===== config.mk =====
export PLATFORM = sky130hd
export DESIGN_NAME = fft_peak_detect
export DESIGN_NICKNAME = d
export VERILOG_FILES = /design/src/rtl/vib_pkg.sv /design/src/rtl/fft_mag_sq.sv /design/src/rtl/fft_peak_detect.sv
export SDC_FILE = /design/constraint.sdc
export NUM_CORES = 1
export LEC_CHECK = 0
export CAP_MARGIN = 5
export CORE_MARGIN = 4
export CORE_UTILIZATION = 35
export DETAILED_ROUTE_END_ITERATION = 6
export GPL_ROUTABILITY_DRIVEN = 0
export HOLD_SLACK_MARGIN = 0.15
export PLACE_DENSITY = 0.55
export SETUP_SLACK_MARGIN = 0.05
export SLEW_MARGIN = 0
export SYNTH_ARGS = -nofsm -noshare
export SYNTH_HDL_FRONTEND = slang
export SYNTH_HIERARCHICAL = 1
export SYNTH_SLANG_ARGS = --single-unit
export TNS_END_PERCENT = 30

===== constraint.sdc =====
create_clock -name sys_clock -period 7.35 [get_ports sys_clock]
set_clock_uncertainty 0.05 [all_clocks]
set_input_delay 1.8375 -clock sys_clock [delete_from_list [all_inputs] [get_ports sys_clock]]
set_output_delay 1.8375 -clock sys_clock [all_outputs]
set_load 0.005 [all_outputs]

===== src/rtl/vib_pkg.sv =====
// Shared types and defaults for the vibration-analysis datapath downstream of fftmain.
package vib_pkg;

  localparam int N_LOG2_DEF = 6;
  localparam int IW_DEF     = 11;
  localparam int MAG_W_DEF  = 2 * IW_DEF;

  typedef enum logic {
    WAIT_SYNC = 1'b0,
    ACCUM     = 1'b1
  } state_t;

  typedef struct packed {
    logic signed [IW_DEF-1:0] re;
    logic signed [IW_DEF-1:0] im;
  } cplx_t;

  // FFT output word is {re, im}, both two's complement.
  function automatic cplx_t unpack_cplx(input logic [2*IW_DEF-1:0] word);
    cplx_t c;
    c.re = word[2*IW_DEF-1 -: IW_DEF];
    c.im = word[IW_DEF-1:0];
    return c;
  endfunction

endpackage


===== src/rtl/fft_mag_sq.sv =====
// Two-stage pipelined re^2 + im^2 with a tag (bin index + last flag) travelling alongside.
module fft_mag_sq #(
  parameter int IW    = 11,
  parameter int MAG_W = 2 * IW,
  parameter int TAG_W = 7
) (
  input  logic                 sys_clock,
  input  logic                 reset,
  input  logic                 vld_p0,
  input  logic signed [IW-1:0] re_p0,
  input  logic signed [IW-1:0] im_p0,
  input  logic [TAG_W-1:0]     tag_p0,
  output logic                 vld_p2,
  output logic [MAG_W-1:0]     mag_p2,
  output logic [TAG_W-1:0]     tag_p2
);

  localparam int SQ_W = 2 * IW;

  logic               vld_p1;
  logic [SQ_W-1:0]    re_sq_p1;
  logic [SQ_W-1:0]    im_sq_p1;
  logic [TAG_W-1:0]   tag_p1;

  // A square is never negative and at most 2^(2IW-2), so it fits SQ_W unsigned bits.
  function automatic logic [SQ_W-1:0] square(input logic signed [IW-1:0] x);
    logic signed [SQ_W-1:0] xe;
    logic signed [SQ_W-1:0] prod;
    xe   = {{IW{x[IW-1]}}, x};
    prod = xe * xe;
    return $unsigned(prod);
  endfunction

  function automatic logic [MAG_W-1:0] add_mag(input logic [SQ_W-1:0] a,
                                               input logic [SQ_W-1:0] b);
    return MAG_W'(a) + MAG_W'(b);
  endfunction

  always_ff @(posedge sys_clock) begin
    if (reset) begin
      vld_p1 <= 1'b0;
      vld_p2 <= 1'b0;
    end else begin
      vld_p1 <= vld_p0;
      vld_p2 <= vld_p1;
    end
  end

  // Stage p0 -> p1: squares
  always_ff @(posedge sys_clock) begin
    re_sq_p1 <= square(re_p0);
    im_sq_p1 <= square(im_p0);
    tag_p1   <= tag_p0;
  end

  // Stage p1 -> p2: sum
  always_ff @(posedge sys_clock) begin
    mag_p2 <= add_mag(re_sq_p1, im_sq_p1);
    tag_p2 <= tag_p1;
  end

endmodule


===== src/rtl/fft_peak_detect.sv =====
// Streaming peak finder: strongest positive-frequency bin (DC excluded) of each FFT frame.
module fft_peak_detect
  import vib_pkg::*;
#(
  parameter int N_LOG2 = N_LOG2_DEF,
  parameter int IW     = IW_DEF,
  parameter int MAG_W  = MAG_W_DEF
) (
  input  logic              sys_clock,
  input  logic              reset,
  input  logic              in_ce,
  input  logic              in_sync,
  input  logic [2*IW-1:0]   in_data,
  output logic [N_LOG2-1:0] peak_bin,
  output logic [MAG_W-1:0]  peak_mag,
  output logic              out_valid,
  output logic              resync_err
);

  localparam int N     = 1 << N_LOG2;
  localparam int TAG_W = N_LOG2 + 1;
  localparam logic [N_LOG2-1:0] LAST_BIN  = N_LOG2'(N - 1);
  localparam logic [N_LOG2-1:0] FIRST_BIN = N_LOG2'(1);
  localparam logic [N_LOG2-1:0] CAND_LO   = N_LOG2'(2);
  localparam logic [N_LOG2-1:0] CAND_HI   = N_LOG2'(N / 2 - 1);

  logic signed [IW-1:0] re_in;
  logic signed [IW-1:0] im_in;

  if (IW == IW_DEF) begin : g_pkg_unpack
    cplx_t c_in;
    assign c_in  = unpack_cplx(in_data);
    assign re_in = c_in.re;
    assign im_in = c_in.im;
  end else begin : g_slice_unpack
    assign re_in = in_data[2*IW-1 -: IW];
    assign im_in = in_data[IW-1:0];
  end

  state_t               state;
  logic [N_LOG2-1:0]    cnt;
  logic                 vld_p0;
  logic signed [IW-1:0] re_p0;
  logic signed [IW-1:0] im_p0;
  logic [N_LOG2-1:0]    bin_p0;
  logic                 last_p0;

  // Stage in -> p0: frame tracking and sample capture
  always_ff @(posedge sys_clock) begin
    if (reset) begin
      state      <= WAIT_SYNC;
      cnt        <= '0;
      vld_p0     <= 1'b0;
      resync_err <= 1'b0;
    end else begin
      vld_p0 <= 1'b0;
      if (in_ce) begin
        case (state)
          WAIT_SYNC: begin
            if (in_sync) begin
              state  <= ACCUM;
              cnt    <= FIRST_BIN;
              vld_p0 <= 1'b1;
            end
          end
          ACCUM: begin
            vld_p0 <= 1'b1;
            if (in_sync) begin
              // A sync mid-frame abandons the frame; its last bin never arrives.
              if (cnt != '0) resync_err <= 1'b1;
              cnt <= FIRST_BIN;
            end else begin
              cnt <= cnt + FIRST_BIN;
            end
          end
          default: state <= WAIT_SYNC;
        endcase
      end
    end
  end

  always_ff @(posedge sys_clock) begin
    if (in_ce) begin
      re_p0   <= re_in;
      im_p0   <= im_in;
      bin_p0  <= in_sync ? '0 : cnt;
      last_p0 <= !in_sync && (cnt == LAST_BIN);
    end
  end

  logic                 vld_p2;
  logic [MAG_W-1:0]     mag_p2;
  logic [TAG_W-1:0]     tag_p2;
  logic [N_LOG2-1:0]    bin_p2;
  logic                 last_p2;

  fft_mag_sq #(
    .IW    (IW),
    .MAG_W (MAG_W),
    .TAG_W (TAG_W)
  ) u_mag_sq (
    .sys_clock (sys_clock),
    .reset     (reset),
    .vld_p0    (vld_p0),
    .re_p0     (re_p0),
    .im_p0     (im_p0),
    .tag_p0    ({last_p0, bin_p0}),
    .vld_p2    (vld_p2),
    .mag_p2    (mag_p2),
    .tag_p2    (tag_p2)
  );

  assign {last_p2, bin_p2} = tag_p2;

  logic              is_first;
  logic              is_cand;
  logic [N_LOG2-1:0] max_bin;
  logic [MAG_W-1:0]  max_mag;

  assign is_first = (bin_p2 == FIRST_BIN);
  assign is_cand  = (bin_p2 >= CAND_LO) && (bin_p2 <= CAND_HI);

  // Stage p2 -> out: running max; strict compare keeps the lowest bin on ties
  always_ff @(posedge sys_clock) begin
    if (vld_p2 && (is_first || (is_cand && (mag_p2 > max_mag)))) begin
      max_bin <= bin_p2;
      max_mag <= mag_p2;
    end
  end

  always_ff @(posedge sys_clock) begin
    if (reset) begin
      out_valid <= 1'b0;
      peak_bin  <= '0;
      peak_mag  <= '0;
    end else begin
      out_valid <= vld_p2 && last_p2;
      if (vld_p2 && last_p2) begin
        peak_bin <= max_bin;
        peak_mag <= max_mag;
      end
    end
  end

endmodule


After elaboration in Yosys (flattened, before gate mapping)
Cells that the tools add are included. Widths: inputs -> output; s select.

Flip-flop bits (word level): 177. Bits in latches: 0. RAM bits: 0. Bits in read-only memories: 0. Input port bits: 26. Output and inout port bits: 30. Logic and storage cells: 49. Memories: 0.

$add $sub $neg: 2. $mul: 2. Divide/modulo/power cells: 0. Magnitude comparators: 3. Equal/unequal tests: 3. Shift operators: 0. Muxes and demuxes: 6. Bitwise operators: 2. Reductions and logical operators: 11.

Operators with widths (number): $mul 11x11->22 (2); $add 22x22->22 (1); $gt 22x22->1 (1); $mux 6 (2); $pmux 6 s2 (1); $add 6x1->6 const B (1); $eq 6x1->1 const B (1); $eq 6x6->1 const B (1); $ge 6x2->1 const B (1); $le 6x5->1 const B (1); $reduce_bool 6->1 (1); $logic_and 1x1->1 (5); $reduce_and 4->1 (1); $mux 1 (2); $ne 2x2->1 const B (1); $not 1->1 (2); $pmux 1 s2 (1); $reduce_and 2->1 (1); $reduce_or 2->1 (1); $logic_not 1->1 (1); $logic_or 1x1->1 (1).

Longest topological paths before layout
Depth after elaboration: 5. Mapped depth: 23. Depth with buffers taken out: 22.

Hierarchy
Netlist, hierarchy kept.

By module, submodules not included: fft_mag_sq (times used 1, cells each 1109, area each 10726.5 um^2, sequential area each 1601.5 um^2); fft_peak_detect (times used 1, cells each 325, area each 3733.6 um^2, sequential area each 2472.4 um^2).

Worst setup path after synthesis
Ideal clock, no wire load.

Path type: register to register. Start: register re_p0[10]. End: register u_mag_sq.re_sq_p1[20]. Library setup time: 0.072 ns. Arrival time: 5.207 ns. Slack: 2.021 ns. Cell stages (with the launch flop): 20. Path buffers: 2. Period minus slack after synthesis: 5.329 ns. Path through: edfxtp_1 > clkbuf_1 > clkbuf_1 > nand2_1 > fa_1 > inv_1 > fa_1 > fa_1 > fa_1 > inv_1 > fa_1 > inv_1 > ha_1 > and4_1 > o21ai_1 > nand3_1 > a21o_1 > a41o_1 > o41ai_1 > xnor2_1.

Word-level cells in the longest chain between the ends: 1.

Ends and longest elaborated chain: start, declared (RTL line fft_peak_detect.sv:43) `logic signed [IW-1:0] re_p0;`; start signal, assigned (RTL line fft_peak_detect.sv:84) `re_p0 <= re_in;`; $mul 11x11->22 (RTL line fft_mag_sq.sv:30) `prod = xe * xe;`; end signal, assigned (RTL line fft_mag_sq.sv:51) `re_sq_p1 <= square(re_p0);`; end, declared (RTL line fft_mag_sq.sv:21) `logic [SQ_W-1:0] re_sq_p1;`.

No other way between the ends. A chain may end at the register's enable or synchronous reset.

Worst setup path in the final report
Start: register re_p0[4]. End: register u_mag_sq.re_sq_p1[20].

Same word-level chain as after synthesis.

==> reports/metrics.csv <==
metric,value,unit
cts_hold_buf,0,
synthFlopType,dfxtp_1,
core_area,40800,um^2
max-cap-violations,0,
synthCells,1434,
hold_start,u_mag_sq/tag_p1[1],
hold_viol,0,
cpMostUsedCell,fa_1,
drt-pass1-iter-count,5,
die-area,44600,um^2
synth_top_family_by_area,adder cells,
postRouteAntennaNets,0,
synth-seq-cells,175,
tns,0,ns
path_buf_inv,3,
status,completed,
synthSimpleGateAreaFrac,10.8,%
cp-end-kind,register,
syn2layout_area_growth,11.9,%
clk_pin_slew,0.08,ns
clk_latency,0.43,ns
antenna_cells,0,
cp_max_fo,12,
holdPathEnd,u_mag_sq/tag_p2[1],
crit_chain,inv_1 > nor2_1 > fa_1 > fa_1 > fa_1 > fa_1 > inv_1 > fa_1 > inv_1 > ha_1 > a21o_1 > a21oi_1 > nand3_1 > a21o_1 > a41o_1 > o41ai_1 > xnor2_1,
min_period,5.69,ns
cts_tree,built,
finalSetupViolCount,0,
crit_start,re_p0[4],
synth-xor-area-share,4.30,%
wl,27400,um
hold_class,register to register,
antenna_found_initial,0,
drcViolationCount,0,
rows,74,
synth_adder_area_share,39.8,%
maxSlewViolCount,0,
grt_remaining_overflow,0,
die_y,211,um
fin_crit_sh,77.5,%
pre_cts_ws,1.68,ns
cts_max_path_buffers,2,
r2r_slack,1.66,ns
r2r_cells,17,
grt_usage,12.9,%
syn_area,14500,um^2
ioPinCount,56,
io_buffers,55,
dp_hpwl,22700,um
setup_ws,1.66,ns
synth_compound_area_share,8.42,%
syn-num-nets,1799,
grt_max_degree,41,
async_flop_share,0,%
wire_per_inst,13.6,um
crit_arrival,6.00,ns
cts_made_buffers,17,
relSlewSlack,39.5,%
syn_area_per_cell,10.1,um^2
drt_iter0_markers,436,
seq_area_frac_synth,28.2,%
startpoint_type,register,
rsz0062_at_grt,false,
cts_max_level,4,
regToRegEndpoint,u_mag_sq/re_sq_p1[20],
worst_pin_slew,0.905,ns
cts_setup_buffers,0,
critical_path_class,register to register,
fin_nets,1838,
hold_depth,0,
timing.fmax,0.176,GHz
synthMuxAreaShare,0,%
r2r_start,re_p0[4],
via_per_inst,4.65,
cts.sinks,175,
ctsResizeCount,0,
drive_gt1_share,3.16,%
critPathRequiredTime,7.66,ns
synth_edf_count,57,
slowest_stage,edfxtp_1,
initial_core_util,35.4,%
synth.distinct_cells,62,
vias,9381,
yosys_warnings,6,
grt_pass1_wl,47500,um
cts-root-buf,clkbuf_16,
crit_family,adder cells,
grt_pass1_vias,10100,
fp.dieW,211,um
max_stage_delay,0.64,ns
-- placed cells by master (no fill, tap or decap), types with 4 or more instances in the layout --
master           Yosys  final
a21oi_1             81     81
inv_1              288    288
nand3_1             12     12
a211oi_1             7      7
o21ai_0             22     22
clkdlybuf4s50_1      0     54
and3_1               5      5
nand2b_1             9      9
nand2_1            146    146
edfxtp_1            57     57
clkinv_8             0      4
clkbuf_16            0     17
xor2_1              19     19
a21o_1              17     17
nor3_1               6      6
nor2b_1             31     31
ha_1               137    137
o21a_1              11     11
o21bai_1             6      6
inv_12               0      5
fa_1               202    202
xnor2_1             52     52
a31oi_1              5      5
nand4_1              8      8
dfxtp_1            118    118
and2_1              38     38
nor2_1              66     66
-- final cells by class --
type | count | area (um^2)
fill | 4022 | 24600
clock inverter | 15 | 218
inverter | 288 | 1080
tap | 532 | 666
clock buffer | 17 | 425
timing repair buffer | 57 | 561
sequential | 175 | 4070
multi-input combinational | 934 | 9160
-- sequential cells by signal (all words and copies together), names as in the netlist, 11 cells and up --
register	flops
im_p0	11
re_p0	11
u_mag_sq/mag_p2	22
max_mag	22
u_mag_sq/im_sq_p1	21
u_mag_sq/re_sq_p1	21
peak_mag	22
-- cell families (layout without fill, tap and decap cells) --
kind of cell | after synthesis | in the layout
adders and majority gates | 339 | 339
and+or+nand+nor | 335 | 335
buffers and inverters | 325 | 377
AOI/OAI and AO/OA | 189 | 189
DFF | 175 | 175
xor gates and xnor gates | 71 | 71
-- stage by stage --
step / utilization (%) / instance area (um^2) / cells / hold slack [ns]
floorplan: - / 14500 / 1434 / 0.260
global placement: 38.1 / 15500 / 1986 / 0.261
detailed placement: 38.1 / 15500 / 1986 / 0.262
CTS: 39.6 / 16200 / 2018 / 0.280
global route: 39.6 / 16200 / 2018 / 0.284
finish: 39.6 / 16200 / 2018 / 0.282
-- cell usage after synthesis, types with 3 or more instances --
cell type | instances | area share, %
edfxtp_1 | 57 | 12
nor4_1 | 3 | 0.13
xnor2_1 | 52 | 3.1
clkbuf_1 | 33 | 0.86
and2_1 | 38 | 1.6
and3_1 | 5 | 0.22
or2_2 | 3 | 0.13
o31a_1 | 3 | 0.18
nand2b_1 | 9 | 0.39
a21o_1 | 17 | 0.88
nand4b_1 | 3 | 0.18
o21a_1 | 11 | 0.57
fa_1 | 202 | 28
nor3_1 | 6 | 0.21
o22ai_1 | 3 | 0.13
a31oi_1 | 5 | 0.22
dfxtp_1 | 118 | 16
a21oi_1 | 81 | 2.8
xor2_1 | 19 | 1.2
nand4_1 | 8 | 0.35
nor2b_1 | 31 | 1.3
nor2_1 | 66 | 1.7
nand3_1 | 12 | 0.42
o21ai_0 | 22 | 0.76
a211oi_1 | 7 | 0.36
o21bai_1 | 6 | 0.31
ha_1 | 137 | 12
a221oi_1 | 3 | 0.18
buf_2 | 3 | 0.10
nand2_1 | 146 | 3.8
inv_1 | 288 | 7.5
-- per-layer routing --
metal	track usage (%)	wire (um)	vias up
li1	-	-	4601
met1	16.7	12200	4648
met2	22.9	14000	112
met3	1.72	639	20
met4	3.38	554	0
met5	0	0	-
-- how the worst max path moves through the flow --
stage / endpoint / cells past startpoint / slack, ns
after floorplan: u_mag_sq/re_sq_p1[20] / 19 / 2.02
after global placement: u_mag_sq/re_sq_p1[20] / 17 / 1.81
after detailed placement: u_mag_sq/re_sq_p1[20] / 17 / 1.68
after CTS: u_mag_sq/re_sq_p1[20] / 17 / 1.62
after global routing: u_mag_sq/re_sq_p1[20] / 17 / 1.27
final: u_mag_sq/re_sq_p1[20] / 17 / 1.66
Power is not shown: default switching activity piles up to over one toggle a cycle in this logic, so the estimate is an artifact.
